### src/rtl/mc_ctrl_pkg.sv
// Shared types and encodings for the multi-cycle MIPS main control FSM.
package mc_ctrl_pkg;

    typedef enum logic [3:0] {
        S_FETCH    = 4'd0,
        S_DECODE   = 4'd1,
        S_MEM_ADDR = 4'd2,
        S_MEM_RD   = 4'd3,
        S_MEM_WB   = 4'd4,
        S_MEM_WR   = 4'd5,
        S_R_EXEC   = 4'd6,
        S_R_WB     = 4'd7,
        S_BRANCH   = 4'd8,
        S_IMM_EXEC = 4'd9,
        S_IMM_WB   = 4'd10,
        S_JUMP     = 4'd11,
        S_JAL      = 4'd12,
        S_ILLEGAL  = 4'd13
    } state_e;

    localparam logic [5:0] OP_RTYPE = 6'b000000;
    localparam logic [5:0] OP_LW    = 6'b100011;
    localparam logic [5:0] OP_SW    = 6'b101011;
    localparam logic [5:0] OP_BEQ   = 6'b000100;
    localparam logic [5:0] OP_BNE   = 6'b000101;
    localparam logic [5:0] OP_ADDI  = 6'b001000;
    localparam logic [5:0] OP_ANDI  = 6'b001100;
    localparam logic [5:0] OP_J     = 6'b000010;
    localparam logic [5:0] OP_JAL   = 6'b000011;

    localparam logic [1:0] ALUOP_FUNCT = 2'b00;
    localparam logic [1:0] ALUOP_ADD   = 2'b01;
    localparam logic [1:0] ALUOP_SUB   = 2'b10;
    localparam logic [1:0] ALUOP_AND   = 2'b11;

    localparam logic [1:0] PCSRC_ALU    = 2'b00;
    localparam logic [1:0] PCSRC_ALUOUT = 2'b01;
    localparam logic [1:0] PCSRC_JUMP   = 2'b10;

    localparam logic [1:0] REGDST_RT = 2'b00;
    localparam logic [1:0] REGDST_RD = 2'b01;
    localparam logic [1:0] REGDST_RA = 2'b10;

    localparam logic [1:0] M2R_ALUOUT = 2'b00;
    localparam logic [1:0] M2R_MDR    = 2'b01;
    localparam logic [1:0] M2R_PC     = 2'b10;

    localparam logic       SRCA_PC  = 1'b0;
    localparam logic       SRCA_REG = 1'b1;

    localparam logic [1:0] SRCB_B      = 2'b00;
    localparam logic [1:0] SRCB_FOUR   = 2'b01;
    localparam logic [1:0] SRCB_IMM    = 2'b10;
    localparam logic [1:0] SRCB_IMM_SH = 2'b11;

    typedef struct packed {
        logic       pc_write;
        logic [1:0] pc_src;
        logic       i_or_d;
        logic       mem_read;
        logic       mem_write;
        logic       ir_write;
        logic       reg_write;
        logic [1:0] reg_dst;
        logic [1:0] mem_to_reg;
        logic       alu_src_a;
        logic [1:0] alu_src_b;
        logic [1:0] alu_op;
        logic       instr_done;
        logic       illegal_op;
    } ctrl_t;

endpackage

### src/rtl/mc_ctrl_outdec.sv
// Combinational control-word decode: (state, latched opcode, zero) -> datapath controls.
module mc_ctrl_outdec
    import mc_ctrl_pkg::*;
(
    input  state_e     state_i,
    input  logic [5:0] op_i,
    input  logic       zero_i,
    output ctrl_t      ctrl_o
);

    always_comb begin
        ctrl_o        = '0;
        // The ALU-control decoder only sees 00 while an R-type is executing.
        ctrl_o.alu_op = ALUOP_ADD;
        case (state_i)
            S_FETCH: begin
                ctrl_o.mem_read  = 1'b1;
                ctrl_o.ir_write  = 1'b1;
                ctrl_o.pc_write  = 1'b1;
                ctrl_o.pc_src    = PCSRC_ALU;
                ctrl_o.alu_src_a = SRCA_PC;
                ctrl_o.alu_src_b = SRCB_FOUR;
            end
            S_DECODE: begin
                ctrl_o.alu_src_a = SRCA_PC;
                ctrl_o.alu_src_b = SRCB_IMM_SH;
            end
            S_MEM_ADDR: begin
                ctrl_o.alu_src_a = SRCA_REG;
                ctrl_o.alu_src_b = SRCB_IMM;
            end
            S_MEM_RD: begin
                ctrl_o.mem_read = 1'b1;
                ctrl_o.i_or_d   = 1'b1;
            end
            S_MEM_WB: begin
                ctrl_o.reg_write  = 1'b1;
                ctrl_o.reg_dst    = REGDST_RT;
                ctrl_o.mem_to_reg = M2R_MDR;
                ctrl_o.instr_done = 1'b1;
            end
            S_MEM_WR: begin
                ctrl_o.mem_write  = 1'b1;
                ctrl_o.i_or_d     = 1'b1;
                ctrl_o.instr_done = 1'b1;
            end
            S_R_EXEC: begin
                ctrl_o.alu_src_a = SRCA_REG;
                ctrl_o.alu_src_b = SRCB_B;
                ctrl_o.alu_op    = ALUOP_FUNCT;
            end
            S_R_WB: begin
                ctrl_o.reg_write  = 1'b1;
                ctrl_o.reg_dst    = REGDST_RD;
                ctrl_o.mem_to_reg = M2R_ALUOUT;
                ctrl_o.instr_done = 1'b1;
            end
            S_BRANCH: begin
                ctrl_o.alu_src_a  = SRCA_REG;
                ctrl_o.alu_src_b  = SRCB_B;
                ctrl_o.alu_op     = ALUOP_SUB;
                ctrl_o.pc_src     = PCSRC_ALUOUT;
                ctrl_o.pc_write   = zero_i ^ (op_i == OP_BNE);
                ctrl_o.instr_done = 1'b1;
            end
            S_IMM_EXEC: begin
                ctrl_o.alu_src_a = SRCA_REG;
                ctrl_o.alu_src_b = SRCB_IMM;
                ctrl_o.alu_op    = (op_i == OP_ANDI) ? ALUOP_AND : ALUOP_ADD;
            end
            S_IMM_WB: begin
                ctrl_o.reg_write  = 1'b1;
                ctrl_o.reg_dst    = REGDST_RT;
                ctrl_o.mem_to_reg = M2R_ALUOUT;
                ctrl_o.instr_done = 1'b1;
            end
            S_JUMP: begin
                ctrl_o.pc_write   = 1'b1;
                ctrl_o.pc_src     = PCSRC_JUMP;
                ctrl_o.instr_done = 1'b1;
            end
            S_JAL: begin
                ctrl_o.pc_write   = 1'b1;
                ctrl_o.pc_src     = PCSRC_JUMP;
                ctrl_o.reg_write  = 1'b1;
                ctrl_o.reg_dst    = REGDST_RA;
                ctrl_o.mem_to_reg = M2R_PC;
                ctrl_o.instr_done = 1'b1;
            end
            S_ILLEGAL: begin
                ctrl_o.illegal_op = 1'b1;
            end
            default: begin
                ctrl_o = '0;
            end
        endcase
    end

endmodule

### src/rtl/mc_main_ctrl.sv
// Multi-cycle MIPS main control: state register, latched opcode and next-state dispatch.
module mc_main_ctrl
    import mc_ctrl_pkg::*;
#(
    parameter bit EN_BNE = 1'b1,
    parameter bit EN_JAL = 1'b1
) (
    input  logic       clk_i,
    input  logic       rst_i,
    input  logic [5:0] opcode_i,
    input  logic       zero_i,
    output logic       pc_write_o,
    output logic [1:0] pc_src_o,
    output logic       i_or_d_o,
    output logic       mem_read_o,
    output logic       mem_write_o,
    output logic       ir_write_o,
    output logic       reg_write_o,
    output logic [1:0] reg_dst_o,
    output logic [1:0] mem_to_reg_o,
    output logic       alu_src_a_o,
    output logic [1:0] alu_src_b_o,
    output logic [1:0] alu_op_o,
    output logic       instr_done_o,
    output logic       illegal_op_o
);

    state_e     state_q, state_d;
    logic [5:0] op_q, op_d;
    ctrl_t      ctrl_dec, ctrl;

    always_ff @(posedge clk_i) begin
        if (rst_i) begin
            state_q <= S_FETCH;
            op_q    <= '0;
        end else begin
            state_q <= state_d;
            op_q    <= op_d;
        end
    end

    always_comb begin
        state_d = S_FETCH;
        op_d    = op_q;
        case (state_q)
            S_FETCH: state_d = S_DECODE;
            S_DECODE: begin
                op_d = opcode_i;
                case (opcode_i)
                    OP_RTYPE:       state_d = S_R_EXEC;
                    OP_LW, OP_SW:   state_d = S_MEM_ADDR;
                    OP_BEQ:         state_d = S_BRANCH;
                    OP_BNE:         state_d = EN_BNE ? S_BRANCH : S_ILLEGAL;
                    OP_ADDI, OP_ANDI: state_d = S_IMM_EXEC;
                    OP_J:           state_d = S_JUMP;
                    OP_JAL:         state_d = EN_JAL ? S_JAL : S_ILLEGAL;
                    default:        state_d = S_ILLEGAL;
                endcase
            end
            S_MEM_ADDR: state_d = (op_q == OP_LW) ? S_MEM_RD : S_MEM_WR;
            S_MEM_RD:   state_d = S_MEM_WB;
            S_R_EXEC:   state_d = S_R_WB;
            S_IMM_EXEC: state_d = S_IMM_WB;
            default:    state_d = S_FETCH;
        endcase
    end

    mc_ctrl_outdec u_outdec (
        .state_i (state_q),
        .op_i    (op_q),
        .zero_i  (zero_i),
        .ctrl_o  (ctrl_dec)
    );

    // Reset forces every strobe low so an abandoned instruction can never write.
    assign ctrl = rst_i ? '0 : ctrl_dec;

    assign pc_write_o   = ctrl.pc_write;
    assign pc_src_o     = ctrl.pc_src;
    assign i_or_d_o     = ctrl.i_or_d;
    assign mem_read_o   = ctrl.mem_read;
    assign mem_write_o  = ctrl.mem_write;
    assign ir_write_o   = ctrl.ir_write;
    assign reg_write_o  = ctrl.reg_write;
    assign reg_dst_o    = ctrl.reg_dst;
    assign mem_to_reg_o = ctrl.mem_to_reg;
    assign alu_src_a_o  = ctrl.alu_src_a;
    assign alu_src_b_o  = ctrl.alu_src_b;
    assign alu_op_o     = ctrl.alu_op;
    assign instr_done_o = ctrl.instr_done;
    assign illegal_op_o = ctrl.illegal_op;

endmodule

### config.mk
export PLATFORM = sky130hd
export DESIGN_NAME = mc_main_ctrl
export DESIGN_NICKNAME = d
export VERILOG_FILES = /design/src/rtl/mc_ctrl_pkg.sv /design/src/rtl/mc_ctrl_outdec.sv /design/src/rtl/mc_main_ctrl.sv
export SDC_FILE = /design/constraint.sdc
export NUM_CORES = 1
export LEC_CHECK = 0
export ABC_AREA = 1
export CORE_UTILIZATION = 45
export DETAILED_ROUTE_END_ITERATION = 6
export PLACE_DENSITY = 0.74
export RECOVER_POWER = 100
export SYNTH_ARGS = -nofsm -noshare
export SYNTH_HDL_FRONTEND = slang
export SYNTH_SLANG_ARGS = --single-unit
### constraint.sdc
create_clock -name clk_i -period 1.75 [get_ports clk_i]
set_clock_uncertainty 0.2 [all_clocks]
set_input_delay 0.2625 -clock clk_i [delete_from_list [all_inputs] [get_ports clk_i]]
set_output_delay 0.2625 -clock clk_i [all_outputs]
set_load 0.1 [all_outputs]
==> results.sh, run 1 <==
export IMPL_netlist_instances=145
export IMPL_ys_seq_elements=10
export IMPL_cts_hold_buf=0
export IMPL_synth_compound_area_frac=0.2188
export IMPL_cts_buffers_inserted=3
export IMPL_firstError="[ERROR DPL-0038] Utilization greater than 100%, impossible to legalize"
export IMPL_muxShareOfSynthArea=0
export IMPL_die_w_um=46.24
export IMPL_synth_top_area_frac=0.2273
export IMPL_post_cts_buffers=20
export IMPL_synth_warnings=0
export IMPL_cts_root_buf="clkbuf_4"
export IMPL_initial_core_util=0.4940
export IMPL_synth_cell_types=25
export IMPL_dp_slack_ns=-0.1553
export IMPL_synth_area_leaders="dfxtp_1, nand2_1, nor2_1, inv_1, a211oi_1"
export IMPL_hpwl_mm=3.192
export IMPL_pin_count=28
export IMPL_syn_area_um2=880.8
export IMPL_numPortBuffers=27
export IMPL_yosys_area_share_simple=0.3935
export IMPL_failed_stage="4_1_cts"
export IMPL_routabilityCongestion=0.9227
export IMPL_std_cell_rows=15
export IMPL_status="did not finish"
export IMPL_synth_top_family_by_area="simple AND/OR/NAND/NOR gates"
export IMPL_yosysSeqAreaShare=0.2273
export IMPL_syn_avg_cell_area_um2=6.075
export IMPL_htreeDepth=1
export IMPL_cts_sinks=10
export IMPL_synth_fa_ha_area_frac=0
export IMPL_clock_path_buffers=2
export IMPL_cts_repair_resized=59
export IMPL_die_y_um=46.24
export IMPL_synth_xor_xnor_area_share=0
export IMPL_syn_nets=154
export IMPL_yosys_area_top_type="dfxtp_1"
==> synthesized netlist by cell type <==
cell type,number
nand2_1,31
nor2_1,24
inv_1,23
dfxtp_1,10
nand3_1,8
a21oi_1,7
a211oi_1,6
a21oi_2,5
nor3_1,4
o21ai_0,4
a31oi_1,3
nor2_2,3
a211oi_2,2
buf_2,2
inv_2,2
nand2_2,2
buf_1,1
buf_12,1
buf_4,1
inv_4,1
nand2_4,1
nand4_1,1
nor2_4,1
nor2_8,1
o21ai_1,1
==> cell families after synthesis <==
| family | Yosys count |
|---|---|
| flops | 10 |
| compound gates | 28 |
| buf+inv | 31 |
| simple gates | 76 |
==> stage by stage <==
step           cell area [um^2]  utilization  std cells
2_1_floorplan              1164            -        145
3_3_place_gp               1685       0.9453        206
3_5_place_dp               1685       0.9453        206
==> run 2, diff against run 1 <==
--- a/config.mk
+++ b/config.mk
@@ -6,9 +6,10 @@
 export NUM_CORES = 1
 export LEC_CHECK = 0
 export ABC_AREA = 1
-export CORE_UTILIZATION = 45
+export CORE_AREA = 2 2 63 65
 export DETAILED_ROUTE_END_ITERATION = 6
-export PLACE_DENSITY = 0.74
+export DIE_AREA = 0 0 65 67
+export PLACE_DENSITY_LB_ADDON = 0.15
 export RECOVER_POWER = 100
 export SYNTH_ARGS = -nofsm -noshare
 export SYNTH_HDL_FRONTEND = slang
==> run 2 against run 1 <==
- the flow now finishes, with violations (setup timing)
- synthesized area stayed put
- synthesized cell count stayed put
==> results.sh, run 2 <==
export IMPL_largest_register_ffs=6
export IMPL_hold_class="flop to flop"
export IMPL_layout_common_cells="buf_4, nand2_1, buf_12"
export IMPL_max_stage_delay_ns=0.37
export IMPL_fillers=299
export IMPL_fin_ws_ns=-0.1547
export IMPL_peakVddDrop_mv=0.7277
export IMPL_dr_pass1_iters=4
export IMPL_synth_cell_types=25
export IMPL_pin_count=28
export IMPL_status="complete, but fails checks"
export IMPL_routed_wl_mm=3.181
export IMPL_grt_max_degree=13
export IMPL_critPathKind="flop to primary output"
export IMPL_worst_path_max_fanout=4
export IMPL_yosysSeqAreaShare=0.2273
export IMPL_largest_register="op_q"
export IMPL_die_w_um=65
export IMPL_layout_commonest_cell="buf_4"
export IMPL_ys_seq_elements=10
export IMPL_tightest_slew_ns=0.3615
export IMPL_worstReg2RegStart="state_q[3]"
export IMPL_die_y_um=67
export IMPL_utilization=0.5746
export IMPL_yosys_area_share_simple=0.3935
export IMPL_powerDensity_mw_per_mm2=1477
export IMPL_min_period_ns=1.905
export IMPL_drtIter0Drc=21
export IMPL_ys_flop_type="dfxtp_1"
export IMPL_final_antenna_net_count=0
export IMPL_final_setup_viol_count=17
export IMPL_synth_warnings=0
export IMPL_grt_pass1_vias=1209
export IMPL_synth_fa_ha_area_frac=0
export IMPL_grt_pass1_wl_mm=5.354
export IMPL_track_usage=0.1587
export IMPL_via_count=1160
export IMPL_cp_slowest_cell="dfxtp_4"
export IMPL_routabilityCongestion=0.8082
export IMPL_drv_slew=0
export IMPL_hpwl_mm=2.370
export IMPL_syn_avg_cell_area_um2=6.075
export IMPL_arrival_ns=1.44
export IMPL_violations="setup timing"
export IMPL_drc=0
export IMPL_fin_cells=253
export IMPL_die_area_mm2=0.004355
export IMPL_syn_nets=154
export IMPL_seqCellArea_um2=217.7
export IMPL_via_per_inst=4.585
export IMPL_wire_per_inst_um=12.57
export IMPL_cts_buffers_inserted=3
export IMPL_rsz0062_at_grt="true"
export IMPL_relSlewSlack=0.7584
export IMPL_yosys_area_top_type="dfxtp_1"
export IMPL_netlist_instances=145
export IMPL_start_kind="flop"
export IMPL_clk_pin_slew_ns=0.05
export IMPL_synth_xor_xnor_area_share=0
export IMPL_grt_remaining_overflow=0
export IMPL_tritoncts="built"
export IMPL_finalHoldViolations=0
export IMPL_post_synth_top_count_cell="nand2_1"
export IMPL_hold_start="op_q[2]"
export IMPL_drive_gt1_frac=0.6634
export IMPL_synth_edf_count=0
export IMPL_worst_hold_slack_ns=0.3141
export IMPL_min_period_over_period=1.088
export IMPL_fin_nets=215
export IMPL_clock_path_buffers=2
export IMPL_synth_area_leaders="dfxtp_1, nand2_1, nor2_1, inv_1, a211oi_1"
export IMPL_std_cell_rows=22
export IMPL_antenna_diode_count=0
export IMPL_crit_path_end_kind="primary output"
export IMPL_numPortBuffers=27
export IMPL_muxShareOfSynthArea=0
export IMPL_reg_top3="op_q: 6 flops, state_q: 4 flops"
export IMPL_cpLargestDelayFamily="simple AND/OR/NAND/NOR gates"
export IMPL_critical_path_startpoint="state_q[0]"
export IMPL_tns_ns=-1.359
export IMPL_synth_top_area_frac=0.2273
export IMPL_synth_common_cells="nand2_1, nor2_1, inv_1, dfxtp_1, nand3_1"
export IMPL_cap_violations=0
export IMPL_async_flop_share=0
export IMPL_crit_required_ns=1.29
export IMPL_cts_sinks=10
export IMPL_multi_input_area_um2=854.6
export IMPL_grt_antenna_before_repair=0
export IMPL_clkLatencyLatePin_ns=0.23
export IMPL_cts_root_buf="clkbuf_8"
export IMPL_synth_top_family_by_area="simple AND/OR/NAND/NOR gates"
export IMPL_initial_core_util=0.2443
export IMPL_path_buf_inv=3
export IMPL_synth_compound_area_frac=0.2188
export IMPL_dp_cells=239
export IMPL_area_delta_synth_final_pct=135.2
export IMPL_power_leakage_nw=0.8230
export IMPL_htreeDepth=1
export IMPL_crit_chain="nor2_4 > inv_4 > buf_6 > nor3_4 > buf_12"
export IMPL_core_area_mm2=0.003606
export IMPL_fmax_ghz=0.5250
export IMPL_syn_area_um2=880.8
## run 2: layer usage
layer,track usage,routed length (um)
met5,0,0
met1,0.1916,1332
met2,0.2938,1684
met3,0.03716,125
met4,0.01596,38
## run 2: stage by stage
step | total power, W | setup slack, ns | cell area, um^2
3_3_place_gp | 0.002421 | -0.06781 | 1802
4_1_cts | 0.002993 | -0.1525 | 2007
6_report | 0.003059 | -0.1547 | 2072
2_1_floorplan | 0.001786 | -0.3849 | 1164
5_1_grt | 0.003217 | -0.2249 | 2072
3_5_place_dp | 0.002445 | -0.07917 | 1802
## run 2: what timing repair did
item,in CTS,in global routing
setup endpoints to repair,17,19
hold buffers,0,0
setup buffers,5,5
resized for setup,33,14
hold endpoints to repair,0,0
pin swaps,16,11
## run 2: logic make-up (layout without fill, tap and decap cells)
kind of cell	after synthesis	after routing
compound gates	28	28
buf+inv	31	91
flops	10	10
simple gates	76	76
## run 2: area by class of cell
cell class	instances	area share
clock buffers	4	0.02657
multi-input cells	104	0.4124
inverters	26	0.05556
well taps	48	0.02899
flip-flops and latches	10	0.1051
repair buffers	61	0.3714
## run 2: worst paths after layout
path	cells past startpoint	slack (ns)	end
setup / recovery	5	-0.15	reg_dst_o[1]
hold / removal	2	0.31	op_q[2]
setup reg to reg	8	-0.03	op_q[3]
hold reg to reg	2	0.31	op_q[2]
## run 2: worst min-delay path, stage by stage (launching register included)
cell and delay (ns):
dfxtp_2 0.32, nor2_2 0.11, a211oi_2 0.04
## run 2: where the power goes
part	total (W)	switching, W	leakage, nW	internal, W
Clock	0.000287	0.0000892	0.0288	0.000198
Sequential	0.000423	0.0000967	0.0862	0.000326
Combinational	0.00235	0.00141	0.708	0.000940
No activity file was read; power rests on OpenSTA's default activity.
==> run 3, diff against run 2 <==
--- a/config.mk
+++ b/config.mk
@@ -10,7 +10,6 @@
 export DETAILED_ROUTE_END_ITERATION = 6
 export DIE_AREA = 0 0 65 67
 export PLACE_DENSITY_LB_ADDON = 0.15
-export RECOVER_POWER = 100
 export SYNTH_ARGS = -nofsm -noshare
 export SYNTH_HDL_FRONTEND = slang
 export SYNTH_SLANG_ARGS = --single-unit
==> run 3 against run 2 <==
- the flow still finishes with violations (setup timing)
- final cell count unchanged
- setup slack got worse by 0.0097 ns
- critical path depth unchanged
- total power increased by 1.5%
- combinational power increased by 2%
- first-iteration DRC count increased by 9.5%
- hold slack improved by 0.0016 ns
- final area increased by 0.85%
- flip-flop and latch count unchanged
- count of clock-buffer cells in the layout unchanged
- global-route usage unchanged
- sequential share of layout area decreased by 0.088 points
- critical path type unchanged
==> results.sh, run 3 (same netlist as run 2, synthesis figures left out) <==
export IMPL_status="complete, but fails checks"
export IMPL_violations="setup timing"
export IMPL_largest_register="op_q"
export IMPL_drc=0
export IMPL_wire_per_inst_um=12.67
export IMPL_dp_cells=239
export IMPL_initial_core_util=0.2443
export IMPL_hpwl_mm=2.370
export IMPL_antenna_diode_count=0
export IMPL_fin_cells=253
export IMPL_rsz0062_at_grt="true"
export IMPL_clock_path_buffers=2
export IMPL_min_period_ns=1.914
export IMPL_dr_pass1_iters=4
export IMPL_htreeDepth=1
export IMPL_cts_sinks=10
export IMPL_largest_register_ffs=6
export IMPL_std_cell_rows=22
export IMPL_numPortBuffers=27
export IMPL_drv_slew=0
export IMPL_worst_path_max_fanout=4
export IMPL_die_w_um=65
export IMPL_critPathKind="flop to primary output"
export IMPL_clkLatencyLatePin_ns=0.23
export IMPL_peakVddDrop_mv=0.7290
export IMPL_cap_violations=0
export IMPL_die_y_um=67
export IMPL_cts_buffers_inserted=3
export IMPL_routed_wl_mm=3.206
export IMPL_arrival_ns=1.45
export IMPL_powerDensity_mw_per_mm2=1486
export IMPL_grt_antenna_before_repair=0
export IMPL_final_setup_viol_count=15
export IMPL_path_buf_inv=3
export IMPL_reg_top3="op_q: 6 flops, state_q: 4 flops"
export IMPL_dp_slack_ns=-0.07917
export IMPL_start_kind="flop"
export IMPL_drtIter0Drc=23
export IMPL_pin_count=28
export IMPL_max_stage_delay_ns=0.37
export IMPL_cpLargestDelayFamily="simple AND/OR/NAND/NOR gates"
export IMPL_via_count=1174
export IMPL_reg2reg_slack_ns=0.06
export IMPL_layout_commonest_cell="buf_4"
export IMPL_cts_hold_buf=0
export IMPL_layout_common_cells="buf_4, nand2_1, buf_12"
export IMPL_tightest_slew_ns=0.3427
export IMPL_grt_max_degree=13
export IMPL_die_area_mm2=0.004355
export IMPL_cp_slowest_cell="dfxtp_4"
export IMPL_min_period_over_period=1.094
export IMPL_crit_path_end_kind="primary output"
export IMPL_via_per_inst=4.640
export IMPL_grt_pass1_vias=1209
export IMPL_worst_hold_slack_ns=0.3157
export IMPL_grt_pass1_wl_mm=5.354
export IMPL_area_delta_synth_final_pct=137.2
export IMPL_fin_nets=215
export IMPL_hold_class="flop to flop"
export IMPL_cts_root_buf="clkbuf_8"
export IMPL_final_antenna_net_count=0
export IMPL_tritoncts="built"
export IMPL_drive_gt1_frac=0.6634
export IMPL_clk_pin_slew_ns=0.05
export IMPL_core_area_mm2=0.003606
export IMPL_utilization=0.5795
export IMPL_fin_ws_ns=-0.1644
export IMPL_crit_required_ns=1.29
export IMPL_power_leakage_nw=0.8302
export IMPL_grt_remaining_overflow=0
export IMPL_track_usage=0.1587
export IMPL_relSlewSlack=0.7716
export IMPL_fmax_ghz=0.5224
export IMPL_finalHoldViolations=0
export IMPL_crit_chain="nor2_4 > inv_4 > buf_6 > nor3_4 > buf_12"
export IMPL_routabilityCongestion=0.8082
## run 3: per-stage QoR
stage | total power (W) | cell area, um^2 | setup TNS, ns
after floorplan | 0.001786 | 1164 | -2.026
after global placement | 0.002421 | 1802 | -0.07123
after detailed placement | 0.002445 | 1802 | -0.1105
after CTS | 0.002993 | 2007 | -1.206
after global routing | 0.003257 | 2090 | -2.446
final | 0.003105 | 2090 | -1.403
## run 3: power by group
part	switching [W]	internal, W	total, W	leakage, nW
Sequential	0.0000974	0.000326	0.000424	0.0862
Combinational	0.00143	0.000959	0.00239	0.715
Clock	0.0000903	0.000198	0.000288	0.0288
## run 3: layout make-up
type | instances | area [um^2]
Fill cell | 293 | 1516
Clock buffer | 4 | 55.05
Inverter | 26 | 115.1
Multi-Input combinational cell | 104 | 872.1
Sequential cell | 10 | 217.7
Timing Repair Buffer | 61 | 769.5
Tap cell | 48 | 60.06
## run 3: final timing paths
path	to	from	cells past startpoint
max	reg_dst_o[1]	state_q[0]	5
min	op_q[2]	op_q[2]	2
max reg2reg	op_q[3]	state_q[0]	7
min reg2reg	op_q[2]	op_q[2]	2
## run 3: worst min-delay path: cells and delay by family (launching register included)
kind,cells,cell delay (ns)
DFF,1,0.33
and+or+nand+nor,1,0.11
AOI/OAI and AO/OA,1,0.04
## run 3: routing by layer
layer  vias up  GRT usage  wire length (um)
met5         -          0                 0
li1        586          -                 -
met4         0    0.01596                35
met2        23     0.2938              1706
met1       560     0.1916              1328
met3         5    0.03716               136
## run 3: repair_timing
| action | in CTS | in global routing |
|---|---|---|
| endpoints found under the setup margin | 17 | 19 |
| buffers inserted | 5 | 5 |
| pin swaps | 16 | 11 |
| gates resized for setup | 33 | 14 |
